==> src/rtl/billiard_pkg.sv <==
`timescale 1ns/1ps
// Shared types, widths and the 16-step aim direction table for the billiard game.
package billiard_pkg;

    localparam int unsigned VEL_W    = 11;
    localparam int unsigned POWER_W  = 5;
    localparam int unsigned ANGLE_W  = 4;
    localparam int unsigned DIR_W    = 6;
    localparam int unsigned NUM_DIRS = 16;
    localparam int unsigned PROD_W   = 12;

    typedef enum logic [1:0] {
        IDLE     = 2'd0,
        CHARGING = 2'd1,
        FIRE     = 2'd2,
        ROLLING  = 2'd3
    } shot_state_t;

    // round(16*cos(22.5k deg)), k = 0..15
    localparam logic signed [DIR_W-1:0] DIR_X [NUM_DIRS] = '{
        6'sd16,  6'sd15,  6'sd11,  6'sd6,   6'sd0,  -6'sd6,  -6'sd11, -6'sd15,
        -6'sd16, -6'sd15, -6'sd11, -6'sd6,  6'sd0,   6'sd6,   6'sd11,  6'sd15
    };

    // round(16*sin(22.5k deg)), k = 0..15 (+Y is screen down)
    localparam logic signed [DIR_W-1:0] DIR_Y [NUM_DIRS] = '{
        6'sd0,   6'sd6,   6'sd11,  6'sd15,  6'sd16,  6'sd15,  6'sd11,  6'sd6,
        6'sd0,  -6'sd6,  -6'sd11, -6'sd15, -6'sd16, -6'sd15, -6'sd11, -6'sd6
    };

    // dir*power*scale, evaluated signed at 12 bits; the result always fits VEL_W
    function automatic logic signed [VEL_W-1:0] shot_velocity(
        input logic signed [DIR_W-1:0]  dir,
        input logic [POWER_W-1:0]       pwr,
        input int unsigned              scale
    );
        logic signed [PROD_W-1:0] d_ext;
        logic signed [PROD_W-1:0] p_ext;
        logic signed [PROD_W-1:0] s_ext;
        logic signed [PROD_W-1:0] prod;
        d_ext = {{(PROD_W-DIR_W){dir[DIR_W-1]}}, dir};
        p_ext = {{(PROD_W-POWER_W){1'b0}}, pwr};
        s_ext = PROD_W'(scale);
        prod  = d_ext * p_ext * s_ext;
        return VEL_W'(prod);
    endfunction

endpackage

==> src/rtl/frame_hold_counter.sv <==
`timescale 1ns/1ps
// Counts frames a condition is held and ticks once every HOLD_FRAMES frames.
module frame_hold_counter #(
    parameter int unsigned HOLD_FRAMES = 8
) (
    input  logic clk,
    input  logic reset,
    input  logic clear,
    input  logic advance,
    output logic tick_c
);

    localparam int unsigned CNT_W = (HOLD_FRAMES > 1) ? $clog2(HOLD_FRAMES) : 1;

    logic [CNT_W-1:0] cnt;

    assign tick_c = advance && !clear && (cnt == CNT_W'(HOLD_FRAMES - 1));

    // frame counter: cleared on request or on wrap, bumped on each counted frame
    always_ff @(posedge clk) begin
        if (reset) begin
            cnt <= '0;
        end else if (clear || tick_c) begin
            cnt <= '0;
        end else if (advance) begin
            cnt <= cnt + CNT_W'(1);
        end
    end

endmodule

==> src/rtl/cue_shot_ctrl.sv <==
`timescale 1ns/1ps
// Cue shot controller: aim, charge, fire one velocity write, then wait for the ball to stop.
import billiard_pkg::*;

module cue_shot_ctrl #(
    parameter int unsigned AIM_REPEAT    = 8,
    parameter int unsigned CHARGE_FRAMES = 4,
    parameter int unsigned MAX_POWER     = 31,
    parameter int unsigned VEL_SCALE     = 2
) (
    input  logic                     clk,
    input  logic                     reset,
    input  logic                     startOfFrame,
    input  logic                     aimLeftKey,
    input  logic                     aimRightKey,
    input  logic                     chargeKey,
    input  logic                     ballStopped,
    output logic                     velocityWriteEnable,
    output logic signed [VEL_W-1:0]  shotVelocityX,
    output logic signed [VEL_W-1:0]  shotVelocityY,
    output logic [ANGLE_W-1:0]       angleIdx,
    output logic [POWER_W-1:0]       power,
    output logic                     shotActive
);

    shot_state_t state;
    shot_state_t next_state;

    logic       aim_one_key;
    logic       aim_tick_c;
    logic       charge_tick_c;
    logic       enter_fire_c;
    logic       enter_charge_c;
    logic       seen_drop;
    logic [1:0] roll_frames;

    assign aim_one_key = aimLeftKey ^ aimRightKey;

    frame_hold_counter #(.HOLD_FRAMES(AIM_REPEAT)) u_aim_cnt (
        .clk     (clk),
        .reset   (reset),
        .clear   ((state != IDLE) || !aim_one_key),
        .advance (startOfFrame && (state == IDLE) && aim_one_key),
        .tick_c  (aim_tick_c)
    );

    frame_hold_counter #(.HOLD_FRAMES(CHARGE_FRAMES)) u_charge_cnt (
        .clk     (clk),
        .reset   (reset),
        .clear   (state != CHARGING),
        .advance (startOfFrame && (state == CHARGING) && chargeKey),
        .tick_c  (charge_tick_c)
    );

    // state register
    always_ff @(posedge clk) begin
        if (reset) begin
            state <= IDLE;
        end else begin
            state <= next_state;
        end
    end

    // next-state decode; ROLLING gives up after two frames if the ball never moved
    always_comb begin
        next_state = state;
        case (state)
            IDLE: begin
                if (chargeKey && ballStopped) next_state = CHARGING;
            end
            CHARGING: begin
                if (!chargeKey) next_state = (power == '0) ? IDLE : FIRE;
            end
            FIRE: begin
                next_state = ROLLING;
            end
            ROLLING: begin
                if (seen_drop && ballStopped) begin
                    next_state = IDLE;
                end else if (!seen_drop && ballStopped && startOfFrame && (roll_frames == 2'd1)) begin
                    next_state = IDLE;
                end
            end
            default: next_state = IDLE;
        endcase
    end

    // state-derived outputs and transition strobes
    always_comb begin
        shotActive     = 1'b0;
        enter_fire_c   = 1'b0;
        enter_charge_c = 1'b0;
        if ((state == FIRE) || (state == ROLLING)) shotActive = 1'b1;
        if ((state == CHARGING) && (next_state == FIRE)) enter_fire_c = 1'b1;
        if ((state == IDLE) && (next_state == CHARGING)) enter_charge_c = 1'b1;
    end

    // aim, power, shot velocity and roll-tracking registers
    always_ff @(posedge clk) begin
        if (reset) begin
            angleIdx            <= '0;
            power               <= '0;
            velocityWriteEnable <= 1'b0;
            shotVelocityX       <= '0;
            shotVelocityY       <= '0;
            seen_drop           <= 1'b0;
            roll_frames         <= '0;
        end else begin
            velocityWriteEnable <= enter_fire_c;

            if (enter_fire_c) begin
                shotVelocityX <= shot_velocity(DIR_X[angleIdx], power, VEL_SCALE);
                shotVelocityY <= shot_velocity(DIR_Y[angleIdx], power, VEL_SCALE);
            end

            if ((state == IDLE) && aim_tick_c) begin
                angleIdx <= aimRightKey ? angleIdx + ANGLE_W'(1) : angleIdx - ANGLE_W'(1);
            end

            if (enter_charge_c || (state == FIRE)) begin
                power <= '0;
            end else if ((state == CHARGING) && charge_tick_c && (power < POWER_W'(MAX_POWER))) begin
                power <= power + POWER_W'(1);
            end

            if (state != ROLLING) begin
                seen_drop   <= 1'b0;
                roll_frames <= '0;
            end else begin
                if (!ballStopped) seen_drop <= 1'b1;
                if (startOfFrame && (roll_frames != 2'd3)) roll_frames <= roll_frames + 2'd1;
            end
        end
    end

endmodule

==> config.mk <==
export PLATFORM = sky130hd
export DESIGN_NAME = cue_shot_ctrl
export DESIGN_NICKNAME = d
export VERILOG_FILES = /design/src/rtl/billiard_pkg.sv /design/src/rtl/frame_hold_counter.sv /design/src/rtl/cue_shot_ctrl.sv
export SDC_FILE = /design/constraint.sdc
export NUM_CORES = 1
export LEC_CHECK = 0
export ABC_AREA = 1
export CAP_MARGIN = 25
export CORE_ASPECT_RATIO = 0.5
export CORE_MARGIN = 5
export CORE_UTILIZATION = 40
export CTS_CLUSTER_SIZE = 16
export DETAILED_ROUTE_END_ITERATION = 6
export PLACE_DENSITY = 0.71
export SLEW_MARGIN = 20
export SYNTH_ARGS = -nofsm -noshare
export SYNTH_HDL_FRONTEND = slang
export SYNTH_SLANG_ARGS = --single-unit
==> constraint.sdc <==
create_clock -name clk -period 8.1 [get_ports clk]
set_input_delay 1.215 -clock clk [delete_from_list [all_inputs] [get_ports clk]]
set_output_delay 1.215 -clock clk [all_outputs]
set_load 0.02 [all_outputs]
# Yosys cells after proc, flatten, opt, wreduce, memory -nomap -nowiden
# Memory sizes are Yosys's and may differ from the RTL's.
# Index checks and enable logic that the tools add are counted.
# classes
shifts	0
order_cmp	2
addsub	6
reduce_logical	35
bitwise	2
n_eq_ne	11
multipliers	2
muxes	14
div	0
# op_table
op	n
2-to-1 mux 6 bit	4
multiplier 6 x 6 -> 10 bit	2
logical AND 1 bit	19
2-to-1 mux 2 bit	5
equality test 2 bit (second input constant)	4
one-hot mux 2 bit (4 select lines)	1
OR reduction 2 bit	4
equality test 2 x 1 -> 1 bit (second input constant)	3
adder 5 x 1 -> 5 bit (second input constant)	1
greater-or-equal comparator 5 bit (second input constant)	1
logical NOT 5 bit	1
logical OR 1 bit	5
less-than comparator 5 bit (second input constant)	1
NOT 4 -> 5 bit	1
adder 2 x 1 -> 2 bit (second input constant)	2
adder 4 x 1 -> 4 bit (second input constant)	1
logical NOT 1 bit	4
2-to-1 mux 4 bit	1
!= test 2 bit (second input constant)	2
subtractor 4 x 1 -> 4 bit (second input constant)	1
adder 3 x 1 -> 3 bit (second input constant)	1
equality test 3 bit (second input constant)	1
2-to-1 mux 1 bit	3
logical NOT 2 bit	1
other kinds (3)	3
# word_totals
mem_count	2
in_bits	7
latch_bits	0
elab_cells	84
regBits	40
mem_bits_ro	192
ram_bits	0
# mem_list
memory	depth	word_bits	rd	rd_ports_with_merged_regs	write_ports	line_no	text
(name not given)	16	6	1	0	0	cue_shot_ctrl.sv:113	shotVelocityY <= shot_velocity(DIR_Y[angleIdx], power, VEL_SCALE);
(name not given)	16	6	1	0	0	cue_shot_ctrl.sv:112	shotVelocityX <= shot_velocity(DIR_X[angleIdx], power, VEL_SCALE);

# Depth between registers and ports, before layout
# Gate-level depths: netlist of the first run.
# logic_depth
word_depth	12
ltp_mapped	25
depth_no_buf	25

# Cells and area by module
# Synthesis of the first run repeated with hierarchy kept, for this count alone.
# unflattened
cells_unflattened	559
area_unflattened_um2	3948.8
# by_module_without_submodules
module	instances	area_per_inst_um2	seq_area_each_um2	cells_each
cue_shot_ctrl	1	3663.5	700.7	513
frame_hold_counter at u_aim_cnt	1	167.7	60.1	27
frame_hold_counter at u_charge_cnt	1	117.6	40.0	19

# Worst setup path after synthesis of the first run
# Ideal clock, no wire load.
# synth_path
path_type	register to register
startpoint	reg angleIdx[0]
endpoint	reg shotVelocityY[10]
setup_ns	0.109
path_stages_with_launch	21
arrival_ns	4.155
path_slack_ns	3.836
cell_sequence	dfxtp_1 -> inv_1 -> ha_1 -> o21ai_2 -> inv_1 -> nor2_1 -> inv_1 -> fa_1 -> inv_1 -> fa_1 -> inv_1 -> fa_1 -> inv_1 -> ha_1 -> nand2_1 -> o211ai_1 -> inv_1 -> nand2_1 -> nand3_1 -> nand2_1 -> inv_1
# synth_via
elab_chain_len	5
# synth_rtl
element	line_no	text
start, declared	cue_shot_ctrl.sv:21	output logic [ANGLE_W-1:0] angleIdx,
start signal, assigned	cue_shot_ctrl.sv:117	angleIdx <= aimRightKey ? angleIdx + ANGLE_W'(1) : angleIdx - ANGLE_W'(1);
NOT 4 -> 5 bit (implied by the code)	cue_shot_ctrl.sv:113	
memory read (16 x 6 bit)	n/a	
2-to-1 mux 6 bit (implied by the code) (2 in a row)	cue_shot_ctrl.sv:113	
multiplier 6 x 6 -> 10 bit	billiard_pkg.sv:44	prod = d_ext * p_ext * s_ext;
end signal, assigned	cue_shot_ctrl.sv:113	
end, declared	cue_shot_ctrl.sv:20	output logic signed [VEL_W-1:0] shotVelocityY,
# No other way between the ends. The select of a mux whose other input is x is not followed.
# A chain may end at the register's enable or synchronous reset.

# Worst setup path in the final report of the first run
# Same ends and word-level chain as after synthesis.

==> results.sh, run 1 <==
export IMPL_post_route_min_period_ns=4.57
export IMPL_leakagePower_nw=2.14
export IMPL_min_to="u_charge_cnt.cnt[1]$_SDFFE_PP0P_"
export IMPL_synthArstFlopShare_pct=0
export IMPL_first_global_vias=3298
export IMPL_ant_nets=0
export IMPL_grt_max_degree=28
export IMPL_grt_overflow=0
export IMPL_ys_types=35
export IMPL_nets=651
export IMPL_endpoint_kind="register"
export IMPL_setup_viol_count_final=0
export IMPL_cts_path_max_buffers=2
export IMPL_start_util_pct=41.2
export IMPL_path_max_fanout=8
export IMPL_track_usage_pct=15.6
export IMPL_syn_inst=535
export IMPL_holdCritStartpoint="u_charge_cnt.cnt[1]$_SDFFE_PP0P_"
export IMPL_syn2layout_area_growth_pct=16.2
export IMPL_ys_ff_latch=40
export IMPL_antennaDiodeCount=0
export IMPL_cts_sinks=40
export IMPL_fmax_mhz=219
export IMPL_r2r_end="shotVelocityY[10]$_SDFFE_PP0P_"
export IMPL_viasPerCell=4.72
export IMPL_wl_met2_mm=3.89
export IMPL_grt_first_pass_wirelength_mm=15.1
export IMPL_finClkSkew_ns=0.00514
export IMPL_filler_cell_count=956
export IMPL_power_density_nw_per_um2=96.9
export IMPL_gp_congestion=0.896
export IMPL_wl_met3_um=422
export IMPL_r2r_setup_slack_ns=3.53
export IMPL_seq_area_frac_synth_pct=20.5
export IMPL_die_y_um=80.0
export IMPL_cts_buffers=5
export IMPL_cts_tree="done"
export IMPL_status="completed"
export IMPL_hold_class="reg -> reg"
export IMPL_rsz0062_at_grt="no"
export IMPL_cts_root_buffer="clkbuf_16"
export IMPL_setup_tns_ns=0
export IMPL_drv_cap=0
export IMPL_r2r_cells=20
export IMPL_drtIter0Drc=154
export IMPL_insertion_delay_ns=0.29
export IMPL_worst_slew_pin_slew_ns=0.767
export IMPL_wl_met1_mm=4.12
export IMPL_start_kind="register"
export IMPL_max_slew_margin_pct=48.6
export IMPL_portBuffers=37
export IMPL_timing_rr_start="angleIdx[0]$_SDFFE_PP0P_"
export IMPL_syn_cell_area_sq_um=3920
export IMPL_dieArea_sq_um=12000
export IMPL_seqCellArea_sq_um=801
export IMPL_slew_violations=0
export IMPL_period_share_pct=56.4
export IMPL_rows=25
export IMPL_wl_per_cell_um=12.2
export IMPL_drt_drc_violations_left=0
export IMPL_core_sq_um=9510
export IMPL_post_cts_buffers=0
export IMPL_synth_enable_flop_cells=0
export IMPL_multi_input_area_sq_um=2660
export IMPL_critPathArrivalTime_ns=4.76
export IMPL_hpwl_mm=6.90
export IMPL_cts_htree_levels=2
export IMPL_hold_viol=0
export IMPL_clk_pin_slew_worst_paths_ns=0.06
export IMPL_postCtsResizedCells=0
export IMPL_fp_dieW_um=150
export IMPL_first_pass_iters=4
export IMPL_min_path_cells=2
export IMPL_peakVddDrop_v=0.0000780
export IMPL_routed_top_layer="met4"
export IMPL_hold_ws_ns=0.466
export IMPL_io_pins=40
export IMPL_yosysWarnings=0
export IMPL_antenna_found_initial=0
export IMPL_vias=3311
export IMPL_required_ns=8.29
export IMPL_drive_gt1_share_pct=4.59
export IMPL_worst_setup_path_type="reg -> reg"
export IMPL_synth_main_ff_cell="dfxtp_1"
export IMPL_postSynthAreaPerCell_sq_um=7.32
export IMPL_wl_mm=8.56
export IMPL_cts_hold_buffers=0
## final cells by class
class                   instances  share of cell area [%]
repair buffers                 37                    8.14
well taps                     135                    3.71
clock buffers                   6                    2.83
clock inverters                 2                   0.770
multi-input cells             379                    58.5
flip-flops and latches         40                    17.6
inverters                     102                    8.42
## Yosys cell counts (4+ instances only)
cell type / instances / area share [%]
buf_2: 5 / 0.64
a31oi_1: 4 / 0.64
ha_1: 46 / 15
nand3_1: 20 / 2.6
a21oi_1: 30 / 3.8
o21ai_0: 21 / 2.7
fa_1: 33 / 17
inv_2: 8 / 0.77
nand2_2: 5 / 0.80
o21ai_1: 4 / 0.51
nand4_1: 6 / 0.96
nand2_1: 83 / 8.0
inv_1: 93 / 8.9
xnor2_1: 9 / 2.0
dfxtp_1: 40 / 20
xor2_1: 7 / 1.6
nor2_1: 87 / 8.3
clkbuf_1: 7 / 0.67
## cells in the final DEF (no fill, tap or decap), types with 2 or more instances in the layout
cell,instances
a211oi_1,2
a21o_1,2
a21oi_1,30
a31oi_1,4
clkbuf_16,5
clkdlybuf4s50_1,37
conb_1,2
dfxtp_1,40
fa_1,33
ha_1,46
inv_1,93
inv_2,8
nand2_1,83
nand2_2,5
nand3_1,20
nand4_1,6
nor2_1,87
nor3_1,2
o211ai_1,3
o21ai_0,21
o21ai_1,4
o21ai_2,2
o31ai_1,3
xnor2_1,9
xor2_1,7
## power by group
part	leakage, nW	switching [mW]	total (mW)	internal [mW]
sequential	0.322	0.000687	0.198	0.197
clock	0.0808	0.0801	0.225	0.145
combinational	1.73	0.0113	0.0177	0.00643
total	2.14	0.0920	0.441	0.349
## how the worst max path moves through the flow
stage                                           to  depth (start not counted)                startpoint
floorplan           shotVelocityY[10]$_SDFFE_PP0P_                         20  angleIdx[0]$_SDFFE_PP0P_
detailed placement  shotVelocityY[10]$_SDFFE_PP0P_                         20  angleIdx[0]$_SDFFE_PP0P_
global route        shotVelocityX[10]$_SDFFE_PP0P_                         23  angleIdx[0]$_SDFFE_PP0P_
global placement    shotVelocityY[10]$_SDFFE_PP0P_                         20  angleIdx[0]$_SDFFE_PP0P_
CTS                 shotVelocityY[10]$_SDFFE_PP0P_                         20  angleIdx[0]$_SDFFE_PP0P_
finish              shotVelocityY[10]$_SDFFE_PP0P_                         20  angleIdx[0]$_SDFFE_PP0P_
## worst max-delay path: stages, from the launching register on
cell and delay [ns]:
dfxtp_1 0.50, inv_1 0.19, ha_1 0.28, o21ai_2 0.25
inv_1 0.11, nor2_1 0.19, inv_1 0.09, fa_1 0.66
inv_1 0.09, fa_1 0.54, inv_1 0.06, fa_1 0.53
inv_1 0.04, ha_1 0.34, nand2_1 0.07, o211ai_1 0.22
inv_1 0.07, nand2_1 0.07, nand3_1 0.07, nand2_1 0.07
inv_1 0.03
## cell families (layout without fill, tap and decap cells)
| kind of cell | Yosys count | count (layout) | synth area share (%) |
|---|---|---|---|
| and+or+nand+nor | 209 | 209 | 22.2 |
| buffers and inverters | 117 | 147 | 11.7 |
| adders and majority gates | 79 | 79 | 31.6 |
| AOI/OAI and AO/OA | 73 | 73 | 10.4 |
| DFF | 40 | 40 | 20.5 |
| xor gates and xnor gates | 16 | 16 | 3.58 |
| other | 1 | 2 | 0.0958 |
## routing by layer
metal  vias to the layer above  global-route usage (%)
met1                      1537                    19.6
met3                        10                    4.08
met5                         -                       0
met2                        46                    26.6
met4                         0                    4.47
li1                       1718                       -
## per-stage QoR
| step | total power, mW | setup WS, ns | area, sq um | std cells | utilization, % |
|---|---|---|---|---|---|
| 3_3_place_gp | 0.220 | 3.77 | 4380 | 693 | 46.1 |
| 2_1_floorplan | 0.214 | 3.84 | 3920 | 536 | - |
| 3_5_place_dp | 0.220 | 3.59 | 4380 | 693 | 46.1 |
| 4_1_cts | 0.447 | 3.55 | 4550 | 701 | 47.8 |
| 6_report | 0.441 | 3.53 | 4550 | 701 | 47.8 |
| 5_1_grt | 0.457 | 3.22 | 4550 | 701 | 47.8 |
## registers in the layout, summed over array words and instances (netlist names)
signal               flops
state                    2
angleIdx                 4
shotVelocityX           10
u_charge_cnt.cnt         2
power                    5
u_aim_cnt.cnt            3
shotVelocityY           10
velocityWriteEnable      1
seen_drop                1
roll_frames              2
No activity file was read; power rests on OpenSTA's default activity.
==> run 2: changes to the inputs <==
- PLACE_DENSITY: 0.71 -> 0.73
- clock period: 8.1 -> 3.7 ns (I/O delays scaled with it)
==> results.sh, run 2 (synthesized netlist as in run 1, its figures left out) <==
export IMPL_crit_cells=18
export IMPL_antenna_found_initial=0
export IMPL_final_cells=767
export IMPL_hpwl_mm=7.52
export IMPL_crit_top_cell="ha_1"
export IMPL_start_util_pct=41.2
export IMPL_min_path_cells=2
export IMPL_layout_commonest_cell="nor2_1"
export IMPL_wl_mm=9.77
export IMPL_timing_rr_start="angleIdx[0]$_SDFFE_PP0P_"
export IMPL_grt_max_degree=28
export IMPL_track_usage_pct=17.0
export IMPL_r2r_cells=18
export IMPL_status="complete, but fails checks"
export IMPL_slew_violations=0
export IMPL_nets=718
export IMPL_finClkSkew_ns=0.00659
export IMPL_finalInstanceArea_sq_um=5360
export IMPL_gp_congestion=0.934
export IMPL_power_density_nw_per_um2=165
export IMPL_slowest_stage="fa_1"
export IMPL_leakagePower_nw=2.46
export IMPL_cts_htree_levels=2
export IMPL_hold_viol=0
export IMPL_first_global_vias=3690
export IMPL_power_mw=0.886
export IMPL_cts_root_buffer="clkbuf_16"
export IMPL_ant_nets=0
export IMPL_rsz0062_at_grt="yes"
export IMPL_cts_sinks=40
export IMPL_setup_viol_count_final=4
export IMPL_syn2layout_area_growth_pct=37.0
export IMPL_drv_cap=0
export IMPL_first_pass_iters=4
export IMPL_detailed_place_area_sq_um=4910
export IMPL_viasPerCell=4.79
export IMPL_start_kind="register"
export IMPL_crit_start="angleIdx[0]$_SDFFE_PP0P_"
export IMPL_drive_gt1_share_pct=26.3
export IMPL_hold_ws_ns=0.468
export IMPL_crit_family="adder cells"
export IMPL_wl_per_cell_um=12.7
export IMPL_period_share_pct=103
export IMPL_crit_end="shotVelocityY[7]$_SDFFE_PP0P_"
export IMPL_layout_common_cells="nor2_1, inv_1, nand2_1, buf_4"
export IMPL_insertion_delay_ns=0.29
export IMPL_drt_drc_violations_left=0
export IMPL_core_sq_um=9510
export IMPL_clk_pin_slew_worst_paths_ns=0.06
export IMPL_vias=3677
export IMPL_final_core_util_pct=56.4
export IMPL_grt_overflow=0
export IMPL_path_max_fanout=5
export IMPL_worst_slew_pin_slew_ns=0.737
export IMPL_r2r_setup_slack_ns=-0.09
export IMPL_grt_first_pass_wirelength_mm=16.6
export IMPL_pre_cts_ws_ns=-0.184
export IMPL_portBuffers=37
export IMPL_peakVddDrop_v=0.000220
export IMPL_fmax_mhz=264
export IMPL_antennaDiodeCount=0
export IMPL_fp_dieW_um=150
export IMPL_filler_cell_count=845
export IMPL_max_slew_margin_pct=50.6
export IMPL_r2r_end="shotVelocityY[7]$_SDFFE_PP0P_"
export IMPL_post_route_min_period_ns=3.79
export IMPL_holdCritStartpoint="shotVelocityY[7]$_SDFFE_PP0P_"
export IMPL_dieArea_sq_um=12000
export IMPL_crit_chain="inv_4 -> ha_1 -> a21oi_2 -> nand2_1 -> nand2_2 -> nor2_1 -> fa_1 -> ha_1 -> inv_1 -> fa_1 -> inv_1 -> buf_4 -> ha_1 -> a21o_1 -> a31oi_1 -> xnor2_1 -> nand2_1 -> a21oi_1"
export IMPL_hold_class="reg -> reg"
export IMPL_worst_setup_path_type="reg -> reg"
export IMPL_cts_path_max_buffers=2
export IMPL_cts_tree="done"
export IMPL_die_y_um=80.0
export IMPL_setup_tns_ns=-0.170
export IMPL_cts_buffers=5
export IMPL_rows=25
export IMPL_io_pins=40
export IMPL_slowest_delay_ns=0.54
export IMPL_post_route_worst_setup_slack_ns=-0.0938
export IMPL_endpoint_kind="register"
export IMPL_reg_top3="shotVelocityX: 10 flops, shotVelocityY: 10 flops, power: 5 flops"
export IMPL_drtIter0Drc=193
export IMPL_dp_cells=745
export IMPL_required_ns=3.91
export IMPL_violations="setup timing"
export IMPL_critPathArrivalTime_ns=4.01
export IMPL_crit_buf_inv=4
## run 2: layout make-up
| type | count | area (sq um) | share of cell area, % |
|---|---|---|---|
| multi-input cells | 379 | 2970 | 55.4 |
| well taps | 135 | 169 | 3.15 |
| clock inverters | 1 | 5.00 | 0.0933 |
| repair buffers | 104 | 885 | 16.5 |
| inverters | 102 | 393 | 7.32 |
| flip-flops and latches | 40 | 813 | 15.2 |
| clock buffers | 6 | 129 | 2.40 |
## run 2: how the worst min path moves through the flow
stage / to / slack [ns]
after global placement: u_charge_cnt.cnt[1]$_SDFFE_PP0P_ / 0.45
after global routing: u_aim_cnt.cnt[2]$_SDFFE_PP0P_ / 0.50
after floorplan: u_charge_cnt.cnt[1]$_SDFFE_PP0P_ / 0.44
after detailed placement: shotVelocityY[7]$_SDFFE_PP0P_ / 0.46
final: shotVelocityY[7]$_SDFFE_PP0P_ / 0.47
after CTS: shotVelocityY[7]$_SDFFE_PP0P_ / 0.47
## run 2: timing repair
| item | CTS | global route |
|---|---|---|
| setup buffers | 6 | 9 |
| setup endpoints to repair | 8 | 10 |
| gates resized for setup | 29 | 38 |
| pin swaps | 22 | 36 |
| hold buffers | 0 | 0 |
## run 2: metal layers
metal / global-route usage (%) / up-vias / wire length [um]
li1: - / 1856 / -
met2: 29.4 / 79 / 4660
met5: 0 / - / 0
met4: 4.20 / 0 / 126
met3: 3.57 / 12 / 574
met1: 21.8 / 1730 / 4420
## run 2: worst reg2reg max path, stage by stage, from the launching register on
cell     delay [ns]
dfxtp_4        0.36
inv_4          0.05
ha_1           0.33
a21oi_2        0.20
nand2_1        0.12
nand2_2        0.12
nor2_1         0.07
fa_1           0.46
ha_1           0.29
inv_1          0.06
fa_1           0.54
inv_1          0.07
buf_4          0.13
ha_1           0.18
a21o_1         0.18
a31oi_1        0.19
xnor2_1        0.15
nand2_1        0.09
a21oi_1        0.14
## run 2: report_power, final
part / switching [mW] / internal (mW)
registers: 0.00149 / 0.430
clock network: 0.172 / 0.245
logic: 0.0239 / 0.0141
==> run 3: changes to the inputs <==
- CAP_MARGIN: 25 -> default
==> results of run 3 <==
No change in the layout: final DEF, timing and power equal those of run 2.
